[src/rtl/load_scheduler_pkg.sv]
// Shared definitions for the time/alarm load path: FSM states, target and
// requester encodings, and the BCD limits of a 24-hour HH:MM value.
package load_scheduler_pkg;

  typedef enum logic [1:0] {
    ST_IDLE  = 2'd0,
    ST_CHECK = 2'd1,
    ST_LOAD  = 2'd2,
    ST_DONE  = 2'd3
  } state_e;

  localparam logic TGT_CEAS   = 1'b0;
  localparam logic TGT_ALARMA = 1'b1;

  localparam logic REQ_C = 1'b0;
  localparam logic REQ_U = 1'b1;

  localparam int H10_MAX      = 2;
  localparam int H1_MAX_AT_20 = 3;
  localparam int M10_MAX      = 5;
  localparam int DIG_MAX      = 9;

endpackage

[src/rtl/load_scheduler_bcd_time_check.sv]
// Combinational range check of a packed BCD HH:MM word {H10,H1,M10,M1}.
module bcd_time_check
  import load_scheduler_pkg::*;
#(
  parameter int DIG_W = 4
) (
  input  logic [4*DIG_W-1:0] dig_i,
  output logic               valid_o
);

  logic [DIG_W-1:0] h10;
  logic [DIG_W-1:0] h1;
  logic [DIG_W-1:0] m10;
  logic [DIG_W-1:0] m1;

  assign h10 = dig_i[4*DIG_W-1 -: DIG_W];
  assign h1  = dig_i[3*DIG_W-1 -: DIG_W];
  assign m10 = dig_i[2*DIG_W-1 -: DIG_W];
  assign m1  = dig_i[DIG_W-1   -: DIG_W];

  // Hours 20..23 are the only case where H1 is limited below 9.
  assign valid_o = (h10 <= DIG_W'(H10_MAX))
                && (h1  <= DIG_W'(DIG_MAX))
                && ((h10 != DIG_W'(H10_MAX)) || (h1 <= DIG_W'(H1_MAX_AT_20)))
                && (m10 <= DIG_W'(M10_MAX))
                && (m1  <= DIG_W'(DIG_MAX));

endmodule

[src/rtl/load_scheduler.sv]
// Round-robin arbiter between control-FSM and UART load requests, driving one
// shared BCD HH:MM bus into the clock counter or the alarm register.
module load_scheduler
  import load_scheduler_pkg::*;
#(
  parameter int DIG_W    = 4,
  parameter int HOLD_CYC = 2
) (
  input  logic               clk,
  input  logic               reset_,
  input  logic               req_c,
  input  logic               tgt_c,
  input  logic [4*DIG_W-1:0] dig_c,
  input  logic               req_u,
  input  logic               tgt_u,
  input  logic [4*DIG_W-1:0] dig_u,
  output logic [4*DIG_W-1:0] o_dig,
  output logic               load_ceas,
  output logic               load_alarma,
  output logic               ack_c,
  output logic               ack_u,
  output logic               err_c,
  output logic               err_u,
  output logic               ovr_c,
  output logic               ovr_u,
  output logic               busy
);

  localparam int BUS_W = 4 * DIG_W;
  localparam int CNT_W = (HOLD_CYC > 1) ? $clog2(HOLD_CYC) : 1;

  state_e             state_q, state_d;
  logic [BUS_W:0]     hold_c_q, hold_c_d;
  logic [BUS_W:0]     hold_u_q, hold_u_d;
  logic               pend_c_q, pend_c_d;
  logic               pend_u_q, pend_u_d;
  logic               ovr_c_q, ovr_c_d;
  logic               ovr_u_q, ovr_u_d;
  logic [BUS_W:0]     work_q, work_d;
  logic               gnt_q, gnt_d;
  logic               last_q, last_d;
  logic               err_q, err_d;
  logic [CNT_W-1:0]   cnt_q, cnt_d;
  logic [BUS_W-1:0]   out_q, out_d;
  logic               grant_c;
  logic               grant_u;
  logic               work_ok;

  bcd_time_check #(.DIG_W(DIG_W)) u_check (
    .dig_i   (work_q[BUS_W-1:0]),
    .valid_o (work_ok)
  );

  always_comb begin
    state_d  = state_q;
    hold_c_d = hold_c_q;
    hold_u_d = hold_u_q;
    pend_c_d = pend_c_q;
    pend_u_d = pend_u_q;
    ovr_c_d  = ovr_c_q;
    ovr_u_d  = ovr_u_q;
    work_d   = work_q;
    gnt_d    = gnt_q;
    last_d   = last_q;
    err_d    = err_q;
    cnt_d    = cnt_q;
    out_d    = out_q;
    grant_c  = 1'b0;
    grant_u  = 1'b0;

    unique case (state_q)
      ST_IDLE: begin
        // With both pending, the requester not served last wins.
        if (pend_c_q && pend_u_q) begin
          if (last_q == REQ_U) grant_c = 1'b1;
          else                 grant_u = 1'b1;
        end else if (pend_c_q) begin
          grant_c = 1'b1;
        end else if (pend_u_q) begin
          grant_u = 1'b1;
        end
        if (grant_c || grant_u) begin
          work_d  = grant_c ? hold_c_q : hold_u_q;
          gnt_d   = grant_u ? REQ_U : REQ_C;
          state_d = ST_CHECK;
        end
      end
      ST_CHECK: begin
        if (work_ok) begin
          state_d = ST_LOAD;
          out_d   = work_q[BUS_W-1:0];
          cnt_d   = '0;
          err_d   = 1'b0;
        end else begin
          state_d = ST_DONE;
          err_d   = 1'b1;
        end
      end
      ST_LOAD: begin
        if (cnt_q == CNT_W'(HOLD_CYC - 1)) state_d = ST_DONE;
        else                               cnt_d   = cnt_q + 1'b1;
      end
      ST_DONE: begin
        last_d  = gnt_q;
        state_d = ST_IDLE;
      end
      default: state_d = ST_IDLE;
    endcase

    // A new request in the same edge as its own grant re-arms pend without
    // counting as an overwrite: the old data has just been taken.
    if (req_c) begin
      hold_c_d = {tgt_c, dig_c};
      pend_c_d = 1'b1;
      if (pend_c_q && !grant_c) ovr_c_d = 1'b1;
    end else if (grant_c) begin
      pend_c_d = 1'b0;
    end

    if (req_u) begin
      hold_u_d = {tgt_u, dig_u};
      pend_u_d = 1'b1;
      if (pend_u_q && !grant_u) ovr_u_d = 1'b1;
    end else if (grant_u) begin
      pend_u_d = 1'b0;
    end
  end

  always_ff @(posedge clk or negedge reset_) begin
    if (!reset_) begin
      state_q  <= ST_IDLE;
      hold_c_q <= '0;
      hold_u_q <= '0;
      pend_c_q <= 1'b0;
      pend_u_q <= 1'b0;
      ovr_c_q  <= 1'b0;
      ovr_u_q  <= 1'b0;
      work_q   <= '0;
      gnt_q    <= REQ_C;
      last_q   <= REQ_U;
      err_q    <= 1'b0;
      cnt_q    <= '0;
      out_q    <= '0;
    end else begin
      state_q  <= state_d;
      hold_c_q <= hold_c_d;
      hold_u_q <= hold_u_d;
      pend_c_q <= pend_c_d;
      pend_u_q <= pend_u_d;
      ovr_c_q  <= ovr_c_d;
      ovr_u_q  <= ovr_u_d;
      work_q   <= work_d;
      gnt_q    <= gnt_d;
      last_q   <= last_d;
      err_q    <= err_d;
      cnt_q    <= cnt_d;
      out_q    <= out_d;
    end
  end

  assign o_dig       = out_q;
  assign load_ceas   = (state_q == ST_LOAD) && (work_q[BUS_W] == TGT_CEAS);
  assign load_alarma = (state_q == ST_LOAD) && (work_q[BUS_W] == TGT_ALARMA);
  assign ack_c       = (state_q == ST_DONE) && (gnt_q == REQ_C);
  assign ack_u       = (state_q == ST_DONE) && (gnt_q == REQ_U);
  assign err_c       = ack_c && err_q;
  assign err_u       = ack_u && err_q;
  assign ovr_c       = ovr_c_q;
  assign ovr_u       = ovr_u_q;
  assign busy        = (state_q != ST_IDLE);

endmodule

[config.mk]
export PLATFORM = sky130hd
export DESIGN_NAME = load_scheduler
export DESIGN_NICKNAME = d
export VERILOG_FILES = /design/src/rtl/load_scheduler_pkg.sv /design/src/rtl/load_scheduler_bcd_time_check.sv /design/src/rtl/load_scheduler.sv
export SDC_FILE = /design/constraint.sdc
export NUM_CORES = 1
export LEC_CHECK = 0
export CAP_MARGIN = 30
export CORE_ASPECT_RATIO = 2
export CORE_MARGIN = 2
export CORE_UTILIZATION = 51
export DETAILED_ROUTE_END_ITERATION = 10
export GPL_TIMING_DRIVEN = 0
export PLACE_DENSITY_LB_ADDON = 0.05
export SLEW_MARGIN = 20
export SYNTH_ARGS = -nofsm -noshare
export SYNTH_HDL_FRONTEND = slang
export SYNTH_SLANG_ARGS = --single-unit
[constraint.sdc]
create_clock -name clk -period 2.1 [get_ports clk]
set_input_delay 0.42 -clock clk [delete_from_list [all_inputs] [get_ports clk]]
set_output_delay 0.42 -clock clk [all_outputs]
set_load 0.05 [all_outputs]
==> results.toml <==
[status]
run_status = "completed"

[detailed_routing]
wl_per_cell_um = 16.0
routedLengthMet1_mm = 2.35
final_routed_drc_violation_total = 0
vias_per_cell = 5.38
first_iter_violations = 84
route.met2.wl_mm = 3.30
detail_route.first_pass.iterations = 4
ant_nets = 0
detailed_route_wire_length_mm = 5.99
detailroute.via_count = 2012
highest-signal-layer = "met4"
met3_length_um = 215

[job]
cap_viol_max_count = 0

[critical_path]
r2r_setup_slack_ps = 240
start_kind = "register"
startpoint = "state_q[0]$_DFFE_PN0P_"
reg2reg_to = "o_dig[5]$_DFFE_PN0P_"
timing.critical_path.arrival_ps = 1600
crit_path_end = "ack_u"
path_max_fanout = 5
timing.critical_path.to_type = "output pin"
path_class = "register to output pin"
worst_r2r_path_depth = 5
crit-reg2reg-launch = "work_q[15]$_DFFE_PN0P_"
crit_required_ps = 1680

[placement]
placed_wire_length_estimate_after_detailed_placement_mm = 4.46
finalWeightedCongestion = 0.798
buffer_ports.inserted = 60

[floorplan]
core_region_area_um2 = 6010
floorplan.io_pins = 63
height_of_the_die_um = 115
die-width_um = 59.7
die_area_um2 = 6880
start_util_pct = 52.6
floorplan.rows = 40

[pwr]
design_power_mw = 5.90
power_per_cell_area_nw_per_um2 = 1430
irDropWorstVdd_v = 0.000718
leakagePower_nw = 1.84

[yosys]
ys_ff_latch = 77
yosysWarnings = 0
syn_nets = 276
yosysSeqAreaShare_pct = 61.0
synth.avg_cell_area_um2 = 13.5
synth_area_um2 = 3160
netlist.area_leader.share_pct = 60.2
synth.lib_cells_used.distinct = 31
synthesis.instances = 234
netlist.top_cell.by_area = "dfrtp_1"
top_cells_by_area_in_the_synthesized_netlist = "dfrtp_1 60%, mux2_2 17%, mux2i_1 5.4%"

[timing]
setup_violations = 0
max_transition_margin_pct = 59.3
finalClockSkew_ps = 4.40
rsz0062_at_grt = "false"
worst-slew-pin-transition_ps = 611
timing.fmax_mhz = 495
final.period_utilization_pct = 96.2
final-hold-violation-count = 0
timing.setup.tns_ps = 0
slew_viol_final = 0
final.min_clock_period_ps = 2020

[clock_network]
ctsRootBufferMaster = "clkbuf_16"
cts_htree_levels = 3
buffer_count_from_post_cts_setup_fixing = 0
cts_tree = "done"
worstSkewPairLatency_ps = 330
cts_hold_buf = 0
cts-root-to-sink-buffers = 2
tritoncts_buffers = 9
clk_transition_reported_paths_ps = 50
clkSinkCount = 77

[grt]
grt_antenna_before_repair = 0
grt_pass1_wl_mm = 10.2
vias_in_the_first_global_route = 2108
grt.overflow.total = 0
grt.total_usage_pct = 20.4
pin_count_of_the_biggest_net_entering_global_routing = 46

[layout]
area_growth_from_synthesis_to_layout_pct = 30.7
leading_cell_types_in_the_layout_fill_and_taps_excluded = "76 x dfrtp_1, 52 x clkdlybuf4s50_1, 49 x mux2_2"
design.final.nets = 348
n_antenna_cell = 0
post_route_cells_drive_above_1_share_pct = 28.0
layout_commonest_cell = "dfrtp_1"
finalCoreUtilization_pct = 68.8

[hold_path]
min_path_type = "primary input to asynchronous set/reset pin"
[worst max-delay path, cell delays in order (launching register included)]
cell and delay (ps):
dfrtp_1 420, ha_1 240, and2_1 140, clkdlybuf4s15_1 490
[registers in the layout, indices dropped and copies added (netlist names)]
name      flops
cnt_q         1
err_q         1
gnt_q         1
hold_c_q     17
hold_u_q     17
last_q        1
o_dig        16
ovr_c         1
ovr_u         1
pend_c_q      1
pend_u_q      1
state_q       2
work_q       17
[stage by stage]
stage	cells	hold slack (ps)	setup WS (ps)	area, um^2
after CTS	374	30.6	4.51	4160
after detailed placement	358	386	-43.8	3860
after floorplan	234	124	97.6	3160
after global routing	374	53.9	7.03	4130
after global placement	357	454	-2000	3840
final	374	26.6	79.2	4130
[cells by family after synthesis]
group	Yosys count	share of synthesized area, %
AOI/OAI and AO/OA	33	6.41
adders and majority gates	4	1.58
buffers and inverters	15	2.22
DFF	77	61.0
muxes	66	22.8
and+or+nand+nor	39	5.98
[how the worst min path moves through the flow]
| stage | cells past startpoint | slack (ps) | from | to |
|---|---|---|---|---|
| after floorplan | 0 | 120 | reset_ | cnt_q$_DFFE_PN0P_ |
| after global placement | 1 | 450 | ovr_u$_DFFE_PN0P_ | ovr_u$_DFFE_PN0P_ |
| after detailed placement | 1 | 390 | reset_ | ovr_u$_DFFE_PN0P_ |
| after CTS | 1 | 30 | reset_ | work_q[15]$_DFFE_PN0P_ |
| after global routing | 1 | 50 | reset_ | work_q[15]$_DFFE_PN0P_ |
| final | 1 | 30 | reset_ | ovr_u$_DFFE_PN0P_ |
[Yosys cell counts (all sizes together)]
cell,number
and2,3
a31o,2
a21oi,3
inv,5
nor3,2
ha,4
o2111ai,1
a21boi,1
nor2b,1
clkbuf,6
o32a,1
a22oi,1
dfstp,1
a21o,2
mux2,49
a31oi,1
dfrtp,76
a41oi,1
buf,4
nor2,4
o21ai,20
nand2,24
and3,1
mux2i,17
and2b,3
nand2b,1
[layout make-up]
type                    count  area, um^2
inverters                   5        18.8
fillers                   447        1870
plain buffers              10        51.3
clock buffers              11         243
clock inverters             5        50.0
repair buffers             61         593
multi-input cells         142        1170
well taps                  63        78.8
flip-flops and latches     77        1930
[power by group]
group	switching, mW	internal (mW)	leakage (nW)
logic	1.34	0.900	0.772
registers	0.274	1.90	0.920
clock network	0.553	0.943	0.149
total	2.16	3.74	1.84
[layer usage]
layer,vias up,track usage [%]
met5,-,0
met4,0,9.48
met3,9,5.40
met2,46,34.3
met1,994,23.4
li1,963,-
[timing repair]
action                                  in CTS  in global routing
gates resized for setup                     15                 11
cloned                                       0                  0
endpoints found under the setup margin       7                  7
Power figures use the tool's default switching activity.
